$ cat config.mk
export PLATFORM = sky130hd
export DESIGN_NAME = router_fsm_flat
export DESIGN_NICKNAME = d
export VERILOG_FILES = /design/src/rtl/router_fsm_if.sv /design/src/rtl/router_fsm.sv /design/src/flat_wrapper.sv
export SDC_FILE = /design/constraint.sdc
export NUM_CORES = 1
export LEC_CHECK = 0
export BUFFER_PORTS_ARGS = -buffer_cell sky130_fd_sc_hd__buf_4
export CAP_MARGIN = 20
export CORE_AREA = 4 4 41 43
export DETAILED_ROUTE_END_ITERATION = 12
export DIE_AREA = 0 0 45 47
export PLACE_DENSITY = 0.73
export SLEW_MARGIN = 20
export SYNTH_ARGS = -nofsm -noshare
export SYNTH_HDL_FRONTEND = slang
export SYNTH_SLANG_ARGS = --single-unit
$ cat constraint.sdc
create_clock -name clk -period 1.3 [get_ports clk]
set_input_delay 0.195 -clock clk [delete_from_list [all_inputs] [get_ports clk]]
set_output_delay 0.195 -clock clk [all_outputs]
set_load 0.03 [all_outputs]
$ cat src/rtl/router_fsm_if.sv
// router_fsm_if: handshake bundle between the router datapath and the router control FSM
interface router_fsm_if;
  logic       pkt_valid;
  logic [1:0] data_in;
  logic       fifo_full;
  logic       fifo_empty_0, fifo_empty_1, fifo_empty_2;
  logic       soft_rst_0, soft_rst_1, soft_rst_2;
  logic       parity_done;
  logic       low_pkt_valid;
  logic       busy;
  logic       detect_add;
  logic       lfd_state;
  logic       ld_state;
  logic       laf_state;
  logic       full_state;
  logic       write_enb_reg;
  logic       rst_int_reg;
  logic       drop_pkt;
  modport slave (
    input  pkt_valid, data_in, fifo_full, fifo_empty_0, fifo_empty_1, fifo_empty_2,
           soft_rst_0, soft_rst_1, soft_rst_2, parity_done, low_pkt_valid,
    output busy, detect_add, lfd_state, ld_state, laf_state, full_state,
           write_enb_reg, rst_int_reg, drop_pkt
  );
  modport master (
    output pkt_valid, data_in, fifo_full, fifo_empty_0, fifo_empty_1, fifo_empty_2,
           soft_rst_0, soft_rst_1, soft_rst_2, parity_done, low_pkt_valid,
    input  busy, detect_add, lfd_state, ld_state, laf_state, full_state,
           write_enb_reg, rst_int_reg, drop_pkt
  );
endinterface

$ cat src/rtl/router_fsm.sv
// router_fsm: 1x3 router control FSM; define ROUTER_FSM_TIMEOUT_EN to drop packets stuck in WAIT_TILL_EMPTY
module router_fsm #(
  parameter int WAIT_TIMEOUT = 30,
  parameter int TMR_W        = 6
) (
  input logic        clk,
  input logic        rst,
  router_fsm_if.slave bus
);
  typedef enum logic [2:0] {
    DECODE_ADDRESS, LOAD_FIRST_DATA, LOAD_DATA, FIFO_FULL_STATE,
    LOAD_AFTER_FULL, LOAD_PARITY, CHECK_PARITY_ERROR, WAIT_TILL_EMPTY
  } state_e;
  if (2**TMR_W <= WAIT_TIMEOUT) begin : g_tmr_w_too_small
    $error("router_fsm: TMR_W too narrow for WAIT_TIMEOUT");
  end
  state_e     state_q, state_d;
  logic [1:0] addr_q, addr_d;
  logic [3:0] empty_v, srst_v;
  logic       sel_empty, sel_srst, hdr_ok, timeout;
  assign empty_v   = {1'b0, bus.fifo_empty_2, bus.fifo_empty_1, bus.fifo_empty_0};
  assign srst_v    = {1'b0, bus.soft_rst_2, bus.soft_rst_1, bus.soft_rst_0};
  assign sel_empty = empty_v[addr_q];
  assign sel_srst  = srst_v[addr_q];
  assign hdr_ok    = bus.pkt_valid && bus.data_in != 2'd3;
`ifdef ROUTER_FSM_TIMEOUT_EN
  logic [TMR_W-1:0] tmr_q;
  logic             drop_q;
  assign timeout      = state_q == WAIT_TILL_EMPTY && tmr_q == TMR_W'(WAIT_TIMEOUT - 1);
  assign bus.drop_pkt = drop_q;
  // timer runs only while waiting, so it is already zero on every entry
  always_ff @(posedge clk) begin
    if (rst) begin
      tmr_q  <= '0;
      drop_q <= 1'b0;
    end else begin
      tmr_q  <= state_q == WAIT_TILL_EMPTY ? tmr_q + 1'b1 : '0;
      drop_q <= timeout && !sel_empty && !sel_srst;
    end
  end
`else
  assign timeout      = 1'b0;
  assign bus.drop_pkt = 1'b0;
`endif
  // state and latched destination port
  always_ff @(posedge clk) begin
    if (rst) begin
      state_q <= DECODE_ADDRESS;
      addr_q  <= 2'd0;
    end else begin
      state_q <= state_d;
      addr_q  <= addr_d;
    end
  end
  // next state; a soft reset of the addressed port overrides everything but rst
  always_comb begin
    state_d = state_q;
    addr_d  = addr_q;
    case (state_q)
      DECODE_ADDRESS: begin
        addr_d  = hdr_ok ? bus.data_in : addr_q;
        state_d = !hdr_ok ? DECODE_ADDRESS : empty_v[bus.data_in] ? LOAD_FIRST_DATA : WAIT_TILL_EMPTY;
      end
      LOAD_FIRST_DATA:    state_d = LOAD_DATA;
      LOAD_DATA:          state_d = bus.fifo_full ? FIFO_FULL_STATE : !bus.pkt_valid ? LOAD_PARITY : LOAD_DATA;
      FIFO_FULL_STATE:    state_d = bus.fifo_full ? FIFO_FULL_STATE : LOAD_AFTER_FULL;
      LOAD_AFTER_FULL:    state_d = bus.parity_done ? DECODE_ADDRESS : bus.low_pkt_valid ? LOAD_PARITY : LOAD_DATA;
      LOAD_PARITY:        state_d = CHECK_PARITY_ERROR;
      CHECK_PARITY_ERROR: state_d = bus.fifo_full ? FIFO_FULL_STATE : DECODE_ADDRESS;
      WAIT_TILL_EMPTY:    state_d = sel_empty ? LOAD_FIRST_DATA : timeout ? DECODE_ADDRESS : WAIT_TILL_EMPTY;
      default:            state_d = DECODE_ADDRESS;
    endcase
    if (state_q != DECODE_ADDRESS && sel_srst) state_d = DECODE_ADDRESS;
  end
  assign bus.detect_add    = state_q == DECODE_ADDRESS;
  assign bus.lfd_state     = state_q == LOAD_FIRST_DATA;
  assign bus.ld_state      = state_q == LOAD_DATA;
  assign bus.laf_state     = state_q == LOAD_AFTER_FULL;
  assign bus.full_state    = state_q == FIFO_FULL_STATE;
  assign bus.rst_int_reg   = state_q == CHECK_PARITY_ERROR;
  assign bus.busy          = state_q != DECODE_ADDRESS && state_q != LOAD_DATA;
  assign bus.write_enb_reg = state_q == LOAD_DATA || state_q == LOAD_PARITY || state_q == LOAD_AFTER_FULL;
endmodule
$ cat src/flat_wrapper.sv
// flat-port wrapper written by rule: the top's interface ports become plain ports
module router_fsm_flat 
#(
  parameter int WAIT_TIMEOUT = 30,
  parameter int TMR_W        = 6
)
  (clk, rst, bus_pkt_valid, bus_data_in, bus_fifo_full, bus_fifo_empty_0, bus_fifo_empty_1, bus_fifo_empty_2, bus_soft_rst_0, bus_soft_rst_1, bus_soft_rst_2, bus_parity_done, bus_low_pkt_valid, bus_busy, bus_detect_add, bus_lfd_state, bus_ld_state, bus_laf_state, bus_full_state, bus_write_enb_reg, bus_rst_int_reg, bus_drop_pkt);
  router_fsm_if bus_i ();
  input logic clk;
  input logic rst;
  input wire logic [$bits(bus_i.pkt_valid)-1:0] bus_pkt_valid;
  input wire logic [$bits(bus_i.data_in)-1:0] bus_data_in;
  input wire logic [$bits(bus_i.fifo_full)-1:0] bus_fifo_full;
  input wire logic [$bits(bus_i.fifo_empty_0)-1:0] bus_fifo_empty_0;
  input wire logic [$bits(bus_i.fifo_empty_1)-1:0] bus_fifo_empty_1;
  input wire logic [$bits(bus_i.fifo_empty_2)-1:0] bus_fifo_empty_2;
  input wire logic [$bits(bus_i.soft_rst_0)-1:0] bus_soft_rst_0;
  input wire logic [$bits(bus_i.soft_rst_1)-1:0] bus_soft_rst_1;
  input wire logic [$bits(bus_i.soft_rst_2)-1:0] bus_soft_rst_2;
  input wire logic [$bits(bus_i.parity_done)-1:0] bus_parity_done;
  input wire logic [$bits(bus_i.low_pkt_valid)-1:0] bus_low_pkt_valid;
  output wire logic [$bits(bus_i.busy)-1:0] bus_busy;
  output wire logic [$bits(bus_i.detect_add)-1:0] bus_detect_add;
  output wire logic [$bits(bus_i.lfd_state)-1:0] bus_lfd_state;
  output wire logic [$bits(bus_i.ld_state)-1:0] bus_ld_state;
  output wire logic [$bits(bus_i.laf_state)-1:0] bus_laf_state;
  output wire logic [$bits(bus_i.full_state)-1:0] bus_full_state;
  output wire logic [$bits(bus_i.write_enb_reg)-1:0] bus_write_enb_reg;
  output wire logic [$bits(bus_i.rst_int_reg)-1:0] bus_rst_int_reg;
  output wire logic [$bits(bus_i.drop_pkt)-1:0] bus_drop_pkt;
  assign bus_i.pkt_valid = bus_pkt_valid;
  assign bus_i.data_in = bus_data_in;
  assign bus_i.fifo_full = bus_fifo_full;
  assign bus_i.fifo_empty_0 = bus_fifo_empty_0;
  assign bus_i.fifo_empty_1 = bus_fifo_empty_1;
  assign bus_i.fifo_empty_2 = bus_fifo_empty_2;
  assign bus_i.soft_rst_0 = bus_soft_rst_0;
  assign bus_i.soft_rst_1 = bus_soft_rst_1;
  assign bus_i.soft_rst_2 = bus_soft_rst_2;
  assign bus_i.parity_done = bus_parity_done;
  assign bus_i.low_pkt_valid = bus_low_pkt_valid;
  assign bus_busy = bus_i.busy;
  assign bus_detect_add = bus_i.detect_add;
  assign bus_lfd_state = bus_i.lfd_state;
  assign bus_ld_state = bus_i.ld_state;
  assign bus_laf_state = bus_i.laf_state;
  assign bus_full_state = bus_i.full_state;
  assign bus_write_enb_reg = bus_i.write_enb_reg;
  assign bus_rst_int_reg = bus_i.rst_int_reg;
  assign bus_drop_pkt = bus_i.drop_pkt;
  router_fsm #(.WAIT_TIMEOUT(WAIT_TIMEOUT), .TMR_W(TMR_W)) u_core (.clk(clk), .rst(rst), .bus(bus_i));
endmodule
# Yosys cells after proc, flatten, opt, wreduce, memory -nomap -nowiden
# Index checks and enable logic that the tools add are counted.
# word_totals
regBits	5
in_bits	14
out_inout_bits	9
word_cells	38
# op_classes
n_lt_le_gt_ge	2
eq_ne	9
n_mux	16
n_reduce_logical	9
# op_table
op	n
2-to-1 mux 3 bit	8
one-hot mux 3 bit (8 select lines)	1
== test 3 bit, second input constant	4
binary-select mux 1 bit (select 2 bit)	3
== test 3 x 2 -> 1 bit, second input constant	2
< comparator 2 x 3 -> 1 bit, second input constant	2
== test 3 x 1 -> 1 bit, second input constant	1
logical AND 1 bit	3
logical NOT 3 bit	1
2-to-1 mux 1 bit	3
!= test 3 x 2 -> 1 bit, second input constant	1
nonzero test 3 bit	1
logical OR 1 bit	2
2-to-1 mux 2 bit	1
!= test 2 bit, second input constant	1
AND reduction 2 bit	1
OR reduction 2 bit	1

# Depth between registers and ports, before layout
# Gate-level depths: netlist of the first run.
# depth
ltp_word	5
mapped_depth	5
mapped_depth_nobuf	4

# Worst setup path after synthesis of the first run
# No wires, ideal clock.
# synth_path
path_type	reg-to-output
from	register u_core.state_q[0]
to	output port bus_write_enb_reg
arrival_time_ns	1.274
t_required_ns	1.105
path_slack_ns	-0.169
path_stages_with_launch	4
path_buffers	1
path_cell_list	dfxtp_1 buf_6 nand2b_1 o21ai_0
# synth_via
elab_chain_cells	3
word_cells_on_any_way	5
cone_classes	eq/ne: 3; reduce/logical: 2
# synth_lines
item	line	rtl
start, declared	router_fsm.sv:17	state_e state_q, state_d;
start signal, assigned	router_fsm.sv:51	state_q <= state_d;
== test 3 x 2 -> 1 bit / == test 3 bit (equally long branches)	router_fsm.sv:82	assign bus.write_enb_reg = state_q == LOAD_DATA || state_q == LOAD_PARITY || state_q == LOAD_AFTER_FULL;
logical OR 1 bit	router_fsm.sv:82	
logical OR 1 bit (*)	router_fsm.sv:82	
end, declared	flat_wrapper.sv:28	output wire logic [$bits(bus_i.write_enb_reg)-1:0] bus_write_enb_reg;
# Every way passes the cells marked *; elsewhere a longest branch is shown, timed or not.

# Worst setup path in the final report of the first run
# layout_path
from	register u_core.state_q[1]
to	output port bus_detect_add
# layout_via
elab_chain_cells	1
# layout_lines
item	line	rtl
logical NOT 3 bit	router_fsm.sv:75	assign bus.detect_add = state_q == DECODE_ADDRESS;
end, declared	flat_wrapper.sv:23	output wire logic [$bits(bus_i.detect_add)-1:0] bus_detect_add;
# No other way between the ends.

==> run_results.csv, run 1 <==
group,metric,value,unit
synth,synth_warnings,0,
synth,seq_area_frac_synth,0.219,
synth,synth-simple-area-share,0.353,
detailed_routing,antenna_left,0,
detailed_routing,drc,0,
clock_network,cts_inserted_buffers,3,
detailed_routing,routedWlPerCell,13.3,um
place,dp_hpwl,973,um
detailed_routing,vias,523,
critical_path,reg2reg_slack,-0.02,ns
critical_path,path_buf_inv,2,
synth,synth_top_area_frac,0.219,
worst_hold_path,hp-class,"in2reg",
synth,synthTopCellsByArea,"dfxtp_1 (22%), mux2i_1 (8.8%), nor2_1 (6.6%)",
clock_network,cts_sinks,5,
critical_path,critical_path.max_fanout,5,
sta,slew_viol_final,0,
clock_network,cts_max_level,1,
worst_hold_path,worstHoldStart,"rst",
layout,area_growth,70.7,%
die,start_util,0.351,
synth,synthMuxAreaShare,0.0877,
global_routing,grt_pass1_vias,499,
critical_path,endpoint,"bus_detect_add",
clock_network,clockBufferDepth,2,
critical_path,cp-end-kind,"output port",
die,die_h,47,um
global_routing,antenna_found_initial,0,
global_routing,grt-ovfl-total,0,
critical_path,cpMaxStageDelayCell,"or3_4",
synth,synth_area,457,um^2
sta,period_share,1.03,
layout,layout.area.seq,108,um^2
critical_path,crit_family,"simple AND/OR/NAND/NOR gates",
critical_path,worstReg2RegEnd,"u_core.addr_q[1]$_SDFFE_PP0P_",
synth,synthAdderAreaFrac,0,
die,rows,13,
critical_path,path_cells,"or3_4 > inv_2 > buf_6",
power,worst_ir_drop_vdd,829,uV
layout,nFillCells,122,
global_routing,track_usage,0.133,
critical_path,critPathLaunchType,"flop",
power,p_total,1.18,mW
critical_path,reg2reg_from,"u_core.state_q[1]$_SDFF_PP0_",
die,ios,23,
power,leakagePower,0.319,nW
layout,multi_input_area,387,um^2
power,powerDensity,1510,nW/um^2
sta,fmaxAchievable,746,MHz
clock_network,clock_latency,0.24,ns
sta,whs,0.138,ns
detailed_routing,viasPerCell,5.23,
place,place.gp.congestion,0.717,
global_routing,grt_start_max_net_pins,9,
sta,clock_skew,0.000959,ns
detailed_routing,firstDrtPassIters,4,
critical_path,critPathKind,"reg2out",
clock_network,clkTransAtPathRegs,0.04,ns
detailed_routing,wirelength,1330,um
critical_path,r2r_cells,4,
synth,synth_compound_area_frac,0.238,
synth,synth-xor-area-share,0,
sta,hold_viol_final,0,
job,cap_violations,0,
global_routing,grt_pass1_wl,2070,um
place,portBuffers,21,
critical_path,critPathRequiredTime,1.11,ns
sta,tns,-0.0820,ns
clock_network,root_buffer,"clkbuf_4",
synth,synthDistinctLibCells,27,
synth,syn_nets,73,
sta,setup_viol,3,
synth,synth_top_cell_by_area,"dfxtp_1",
layout,final_cell_mix,"buf_4 (17), buf_6 (9), nor2_2 (4), nor2_1 (4), mux2i_1 (4)",
synth,synth_cells,59,
critical_path,cp_slowest_stage_delay,0.39,ns
run_status,outcome,"finished, violations left",
sta,min_period,1.34,ns
clock_network,cts_setup_buffers,0,
layout,final_nets,100,
layout,layout-drive-gt1-share,0.647,
synth,syn_avg_cell_area,7.74,um^2
critical_path,crit_start,"u_core.state_q[1]$_SDFF_PP0_",
synth,synth-seq-cells,5,
critical_path,cp.depth,3,
place,dpl_worst_slack,-0.00151,ns
die,die_w,45,um
critical_path,cp.arrival,1.15,ns
sta,rsz0062_at_grt,"yes",
die,fp.dieArea,2120,um^2
clock_network,ctsHoldBuffers,0,
layout,antenna_cells,0,
clock_network,cts_tree,"done",
layout,final_common_cell,"buf_4",
place,postPlaceCellArea,649,um^2
layout,fin_area,779,um^2
synth,synth_top_family_by_area,"simple AND/OR/NAND/NOR gates",
run_status,violations,"negative setup slack",
detailed_routing,drtIter0Drc,4,
die,core_area,1300,um^2
sta,layout_setup_ws,-0.0412,ns
==> layout make-up <==
type | instances | share of cell area
Multi-Input combinational cell | 47 | 0.496
Timing Repair Buffer | 26 | 0.294
Sequential cell | 5 | 0.138
Clock buffer | 4 | 0.0337
Tap cell | 15 | 0.0241
Inverter | 3 | 0.0144
==> per-layer routing <==
| layer | up-vias | share of wire | global-route usage |
|---|---|---|---|
| met5 | - | 0 | 0 |
| met4 | 0 | 0 | 0.0526 |
| met3 | 0 | 0.041 | 0.0345 |
| met2 | 10 | 0.58 | 0.243 |
| met1 | 254 | 0.37 | 0.146 |
| li1 | 259 | - | - |
==> cells by family (layout without fill, tap and decap cells) <==
kind of cell,count (synthesis),count (layout)
compound gates,16,16
simple gates,26,26
buf+inv,7,33
flops,5,5
mux,4,4
other cells,1,1
==> worst min-delay path by stage <==
| stage | slack [ns] | end | cells after the start |
|---|---|---|---|
| final | 0.14 | u_core.addr_q[1]$_SDFFE_PP0P_ | 2 |
| after global routing | 0.12 | u_core.addr_q[1]$_SDFFE_PP0P_ | 2 |
| after CTS | 0.13 | u_core.addr_q[1]$_SDFFE_PP0P_ | 2 |
| after detailed placement | 0.39 | u_core.addr_q[1]$_SDFFE_PP0P_ | 2 |
| after global placement | 0.39 | u_core.addr_q[0]$_SDFFE_PP0P_ | 2 |
| after floorplan | 0.26 | u_core.addr_q[0]$_SDFFE_PP0P_ | 1 |
==> flip-flops by register name, summed over array words and instances (netlist names) <==
register	cells
u_core.state_q	3
u_core.addr_q	2
==> through the flow <==
stage	util	cells
finish	0.599	100
global route	0.599	100
CTS	0.550	100
detailed placement	0.499	96
global placement	0.499	96
floorplan	-	59
==> synthesized netlist by cell type <==
| cell | n |
|---|---|
| or2_2 | 1 |
| a21boi_0 | 1 |
| or4b_4 | 1 |
| mux2i_1 | 4 |
| buf_6 | 1 |
| nor3_1 | 2 |
| nand2b_1 | 2 |
| o2bb2ai_1 | 1 |
| o21ai_1 | 2 |
| nor2_2 | 2 |
| conb_1 | 1 |
| a21oi_1 | 4 |
| nand3b_1 | 2 |
| inv_1 | 3 |
| nor3b_1 | 1 |
| nor2_4 | 1 |
| nand2_1 | 2 |
| o21ai_0 | 4 |
| o32ai_2 | 1 |
| nor3_2 | 2 |
| or3b_1 | 1 |
| buf_4 | 2 |
| buf_2 | 1 |
| dfxtp_1 | 5 |
| o31a_1 | 3 |
| nor2_1 | 8 |
| or3_1 | 1 |
==> power breakdown <==
group | total, mW | leakage [nW] | switching, mW | internal (mW)
registers | 0.239 | 0.0429 | 0.0471 | 0.192
clock network | 0.176 | 0.0150 | 0.0604 | 0.116
logic | 0.760 | 0.261 | 0.398 | 0.362
==> what timing repair did <==
item                                    CTS  global route
resized for setup                        13            17
endpoints found under the setup margin    7            13
pin swaps                                 0             2
No activity file was read; power rests on OpenSTA's default activity.
==> run 2: changes to the inputs <==
CELL_PAD_IN_SITES_DETAIL_PLACEMENT = 0   (was unset)
CELL_PAD_IN_SITES_GLOBAL_PLACEMENT = 1   (was unset)
CORE_AREA = unset   (was 4 4 41 43)
CORE_MARGIN = 4   (was unset)
CORE_UTILIZATION = 26   (was unset)
DIE_AREA = unset   (was 0 0 45 47)
PLACE_DENSITY = 0.79   (was 0.73)
==> run_results.csv, run 2 (synthesis gave the netlist of run 1 again) <==
group,metric,value,unit
global_routing,grt_pass1_vias,493,
critical_path,path_cells,"or3_4 > inv_2 > buf_6",
place,dp_hpwl,989,um
clock_network,clock_latency,0.23,ns
layout,final_nets,102,
die,rows,14,
clock_network,clockBufferDepth,2,
detailed_routing,wirelength,1200,um
die,ios,23,
detailed_routing,firstDrtPassIters,3,
sta,rsz0062_at_grt,"yes",
critical_path,critPathRequiredTime,1.11,ns
layout,reg_top3,"u_core.state_q x3, u_core.addr_q x2",
sta,whs,0.150,ns
layout,final_core_util,0.483,
layout,final_common_cell,"buf_4",
global_routing,grt_start_max_net_pins,9,
die,die_w,49.9,um
die,core_area,1580,um^2
clock_network,cts_tree,"done",
layout,largest_reg_flops,3,
critical_path,cp-end-kind,"output port",
critical_path,critical_path.max_fanout,5,
critical_path,cp_slowest_stage_delay,0.37,ns
die,fp.dieArea,2490,um^2
detailed_routing,antenna_left,0,
detailed_routing,routedWlPerCell,11.6,um
run_status,violations,"negative setup slack",
layout,layout-drive-gt1-share,0.598,
power,leakagePower,0.335,nW
die,start_util,0.290,
detailed_routing,drtIter0Drc,6,
layout,antenna_cells,0,
critical_path,cpMaxStageDelayCell,"or3_4",
critical_path,critPathKind,"reg2out",
clock_network,cts_max_level,1,
run_status,outcome,"finished, violations left",
detailed_routing,drc,0,
detailed_routing,vias,490,
sta,period_share,1.02,
power,worst_ir_drop_vdd,689,uV
sta,hold_viol_final,0,
clock_network,clkTransAtPathRegs,0.04,ns
job,cap_violations,0,
critical_path,cp.arrival,1.13,ns
sta,slew_viol_final,0,
global_routing,antenna_found_initial,0,
layout,final_cell_mix,"buf_4 (21), buf_6 (7), nor2_2 (5), nor2_1 (5), mux2i_1 (4)",
sta,layout_setup_ws,-0.0277,ns
layout,area_growth,66.6,%
sta,setup_viol,2,
clock_network,ctsHoldBuffers,0,
layout,max_flop_register,"u_core.state_q",
die,die_h,49.9,um
power,p_total,1.13,mW
sta,fmaxAchievable,753,MHz
sta,min_period,1.33,ns
worst_hold_path,holdPathStages,2,
critical_path,r2r_cells,4,
worst_hold_path,hp-class,"in2reg",
place,place.gp.congestion,0.750,
global_routing,grt_pass1_wl,2080,um
sta,tns,-0.0547,ns
clock_network,cts_sinks,5,
clock_network,root_buffer,"clkbuf_4",
global_routing,track_usage,0.105,
global_routing,grt-ovfl-total,0,
place,portBuffers,21,
clock_network,cts_inserted_buffers,3,
sta,clock_skew,0.000492,ns
detailed_routing,viasPerCell,4.76,
power,powerDensity,1490,nW/um^2
critical_path,critPathLaunchType,"flop",
run 2: cell types whose count changed in the layout (fill, tap and decap cells not counted), sizes merged:
| cell | change |
|---|---|
| buf | +2 |
run 2: path summary, 6_finish.rpt:
check	start	to	slack, ns
worst max-delay path	u_core.state_q[1]$_SDFF_PP0_	bus_detect_add	-0.03
worst min-delay path	rst	u_core.addr_q[0]$_SDFFE_PP0P_	0.15
worst max register to register	u_core.state_q[0]$_SDFF_PP0_	u_core.addr_q[1]$_SDFFE_PP0P_	0.01
worst min register to register	u_core.addr_q[0]$_SDFFE_PP0P_	u_core.addr_q[0]$_SDFFE_PP0P_	0.57
run 2: repair_timing:
item	CTS	global route
setup buffers	0	1
setup endpoints to repair	7	13
endpoints found under the hold margin	0	0
resized for setup	8	14
pin swaps	2	3
run 2: layout make-up:
cell class              count  area, um^2
clock buffers               4        26.3
fillers                   161         816
inverters                   3        11.3
multi-input cells          47         358
flip-flops and latches      5         109
well taps                  16        20.0
repair buffers             28         236
run 2: worst max-delay path: cells and delay by family (launching register included):
kind | cells | cell delay (ns)
AND/OR/NAND/NOR | 1 | 0.37
flip-flops | 1 | 0.35
buffers and inverters | 2 | 0.18
run 2: per-stage QoR:
| step | std cells | instance area, um^2 | setup slack (ns) |
|---|---|---|---|
| after global placement | 98 | 658 | 0.0302 |
| after global routing | 103 | 761 | -0.0708 |
| after detailed placement | 98 | 658 | 0.00741 |
| after floorplan | 59 | 467 | -0.0352 |
| after CTS | 102 | 711 | -0.0554 |
| final | 103 | 761 | -0.0277 |
run 2: layer usage:
metal | routed length [um] | GRT usage | vias to the layer above
met5 | 0 | 0 | -
met4 | 0 | 0.0276 | 0
met3 | 57 | 0.0361 | 0
met2 | 612 | 0.189 | 10
met1 | 524 | 0.116 | 213
li1 | - | - | 267
run 2: power by group:
part	internal, mW	switching, mW	leakage (nW)
Sequential	0.194	0.0425	0.0428
Combinational	0.354	0.374	0.277
Clock	0.115	0.0541	0.0150
Total	0.663	0.470	0.335
==> run 3: changes to the inputs <==
--- a/config.mk
+++ b/config.mk
@@ -7,5 +7,5 @@
 export LEC_CHECK = 0
 export BUFFER_PORTS_ARGS = -buffer_cell sky130_fd_sc_hd__buf_4
-export CAP_MARGIN = 20
+export CAP_MARGIN = 10
 export CELL_PAD_IN_SITES_DETAIL_PLACEMENT = 0
 export CELL_PAD_IN_SITES_GLOBAL_PLACEMENT = 1
==> constraint.sdc (replaced) <==
create_clock -name clk -period 1.3 [get_ports clk]
set_input_delay 0.13 -clock clk [delete_from_list [all_inputs] [get_ports clk]]
set_output_delay 0.13 -clock clk [all_outputs]
set_load 0.03 [all_outputs]
==> run_results.csv, run 3 (synthesis gave the netlist of run 1 again) <==
group,metric,value,unit
clock_network,cts_sinks,5,
worst_hold_path,hp-class,"in2reg",
layout,largest_reg_flops,3,
sta,slew_viol_final,0,
global_routing,grt_pass1_wl,1950,um
layout,area_growth,58.1,%
critical_path,cp.arrival,1.50,ns
layout,max_flop_register,"u_core.state_q",
critical_path,critical_path.max_fanout,5,
run_status,outcome,"finished, violations left",
critical_path,critPathLaunchType,"flop",
die,die_w,49.9,um
sta,clock_skew,0.00291,ns
place,portBuffers,21,
critical_path,cp_slowest_stage_delay,0.58,ns
detailed_routing,drc,0,
critical_path,critPathKind,"reg2reg",
critical_path,cp-end-kind,"flop",
global_routing,track_usage,0.0998,
critical_path,worstReg2RegEnd,"u_core.state_q[1]$_SDFF_PP0_",
clock_network,clockBufferDepth,2,
detailed_routing,vias,520,
critical_path,critPathRequiredTime,1.48,ns
detailed_routing,wirelength,1240,um
place,dpl_worst_slack,-0.0129,ns
worst_hold_path,worstHoldStart,"rst",
sta,rsz0062_at_grt,"yes",
global_routing,grt_pass1_vias,470,
clock_network,clkTransAtPathRegs,0.04,ns
layout,final_cell_mix,"buf_4 (23), nor2_1 (8), a21oi_1 (4), mux2i_1 (4), buf_6 (4)",
power,powerDensity,1540,nW/um^2
clock_network,cts_inserted_buffers,3,
critical_path,r2r_cells,3,
critical_path,path_cells,"or4b_4 > o32ai_2 > o31a_1",
job,cap_violations,0,
clock_network,root_buffer,"clkbuf_4",
critical_path,reg2reg_from,"u_core.state_q[2]$_SDFF_PP0_",
clock_network,clock_latency,0.24,ns
die,die_h,49.9,um
layout,antenna_cells,0,
worst_hold_path,holdPathStages,2,
die,ios,23,
detailed_routing,drtIter0Drc,7,
critical_path,cpMaxStageDelayCell,"or4b_4",
global_routing,antenna_found_initial,0,
global_routing,grt-ovfl-total,0,
critical_path,reg2reg_slack,-0.02,ns
power,p_total,1.11,mW
sta,setup_viol,4,
die,core_area,1580,um^2
sta,min_period,1.32,ns
run_status,violations,"negative setup slack",
sta,hold_viol_final,0,
power,leakagePower,0.316,nW
sta,period_share,1.01,
critical_path,path_buf_inv,0,
layout,reg_top3,"u_core.state_q x3, u_core.addr_q x2",
place,dp_hpwl,989,um
clock_network,cts_max_level,1,
critical_path,crit_family,"simple AND/OR/NAND/NOR gates",
clock_network,ctsHoldBuffers,0,
die,fp.dieArea,2490,um^2
detailed_routing,antenna_left,0,
layout,final_common_cell,"buf_4",
die,start_util,0.290,
clock_network,cts_setup_buffers,0,
layout,nFillCells,173,
detailed_routing,routedWlPerCell,12.2,um
worst_hold_path,whs_endpoint,"u_core.addr_q[0]$_SDFFE_PP0P_",
power,worst_ir_drop_vdd,692,uV
sta,fmaxAchievable,759,MHz
layout,layout-drive-gt1-share,0.547,
die,rows,14,
detailed_routing,firstDrtPassIters,4,
place,place.gp.congestion,0.766,
global_routing,grt_start_max_net_pins,9,
detailed_routing,viasPerCell,5.10,
sta,layout_setup_ws,-0.0171,ns
clock_network,cts_tree,"done",
layout,final_nets,101,
==> run 3: cell count changes in the layout (fill, tap and decap cells not counted), sizes merged <==
cell / previous run / this run
buf: 28 / 27
==> run 3: worst max-delay path by stage <==
stage / from / endpoint / slack, ns / depth (start not counted)
2_1_floorplan: u_core.state_q[2]$_SDFF_PP0_ / bus_lfd_state / -0.02 / 2
3_3_place_gp: u_core.state_q[2]$_SDFF_PP0_ / u_core.addr_q[1]$_SDFFE_PP0P_ / 0.004 / 4
3_5_place_dp: u_core.state_q[2]$_SDFF_PP0_ / u_core.state_q[1]$_SDFF_PP0_ / -0.01 / 3
4_1_cts: u_core.state_q[2]$_SDFF_PP0_ / u_core.state_q[1]$_SDFF_PP0_ / -0.02 / 3
5_1_grt: u_core.state_q[2]$_SDFF_PP0_ / u_core.addr_q[0]$_SDFFE_PP0P_ / -0.07 / 4
6_report: u_core.state_q[2]$_SDFF_PP0_ / u_core.state_q[1]$_SDFF_PP0_ / -0.02 / 3
==> run 3: cell type report <==
class	count	area, um^2	area share
Clock buffer	4	26.3	0.0364
Inverter	3	11.3	0.0156
Multi-Input combinational cell	47	338	0.468
Sequential cell	5	109	0.151
Tap cell	16	20.0	0.0277
Timing Repair Buffer	27	218	0.302
==> run 3: power breakdown <==
part / internal (mW) / switching [mW] / total, mW
Sequential: 0.195 / 0.0438 / 0.239
Combinational: 0.335 / 0.361 / 0.696
Clock: 0.116 / 0.0611 / 0.177
Total: 0.646 / 0.466 / 1.11
==> run 3: per-layer routing <==
metal  up-vias  share of wire  global-route usage
li1        261              -                   -
met3         2          0.058              0.0331
met1       240           0.44               0.116
met2        17           0.49               0.165
met5         -              0                   0
met4         0         0.0064              0.0415
==> run 3: repair_timing <==
action / CTS / global route
gates cloned: 0 / 0
pin swaps: 0 / 1
setup endpoints to repair: 9 / 12
gates resized for setup: 5 / 9
==> run 3: metrics by stage <==
stage / hold slack (ns) / cell area [um^2] / instances / util / TNS (ns)
finish: 0.0758 / 722 / 102 / 0.458 / -0.0462
global route: 0.0772 / 722 / 102 / 0.458 / -0.357
CTS: 0.0743 / 698 / 102 / 0.443 / -0.0540
detailed placement: 0.323 / 653 / 98 / 0.414 / -0.0288
global placement: 0.321 / 653 / 98 / 0.414 / 0
floorplan: 0.200 / 465 / 59 / - / -0.0481
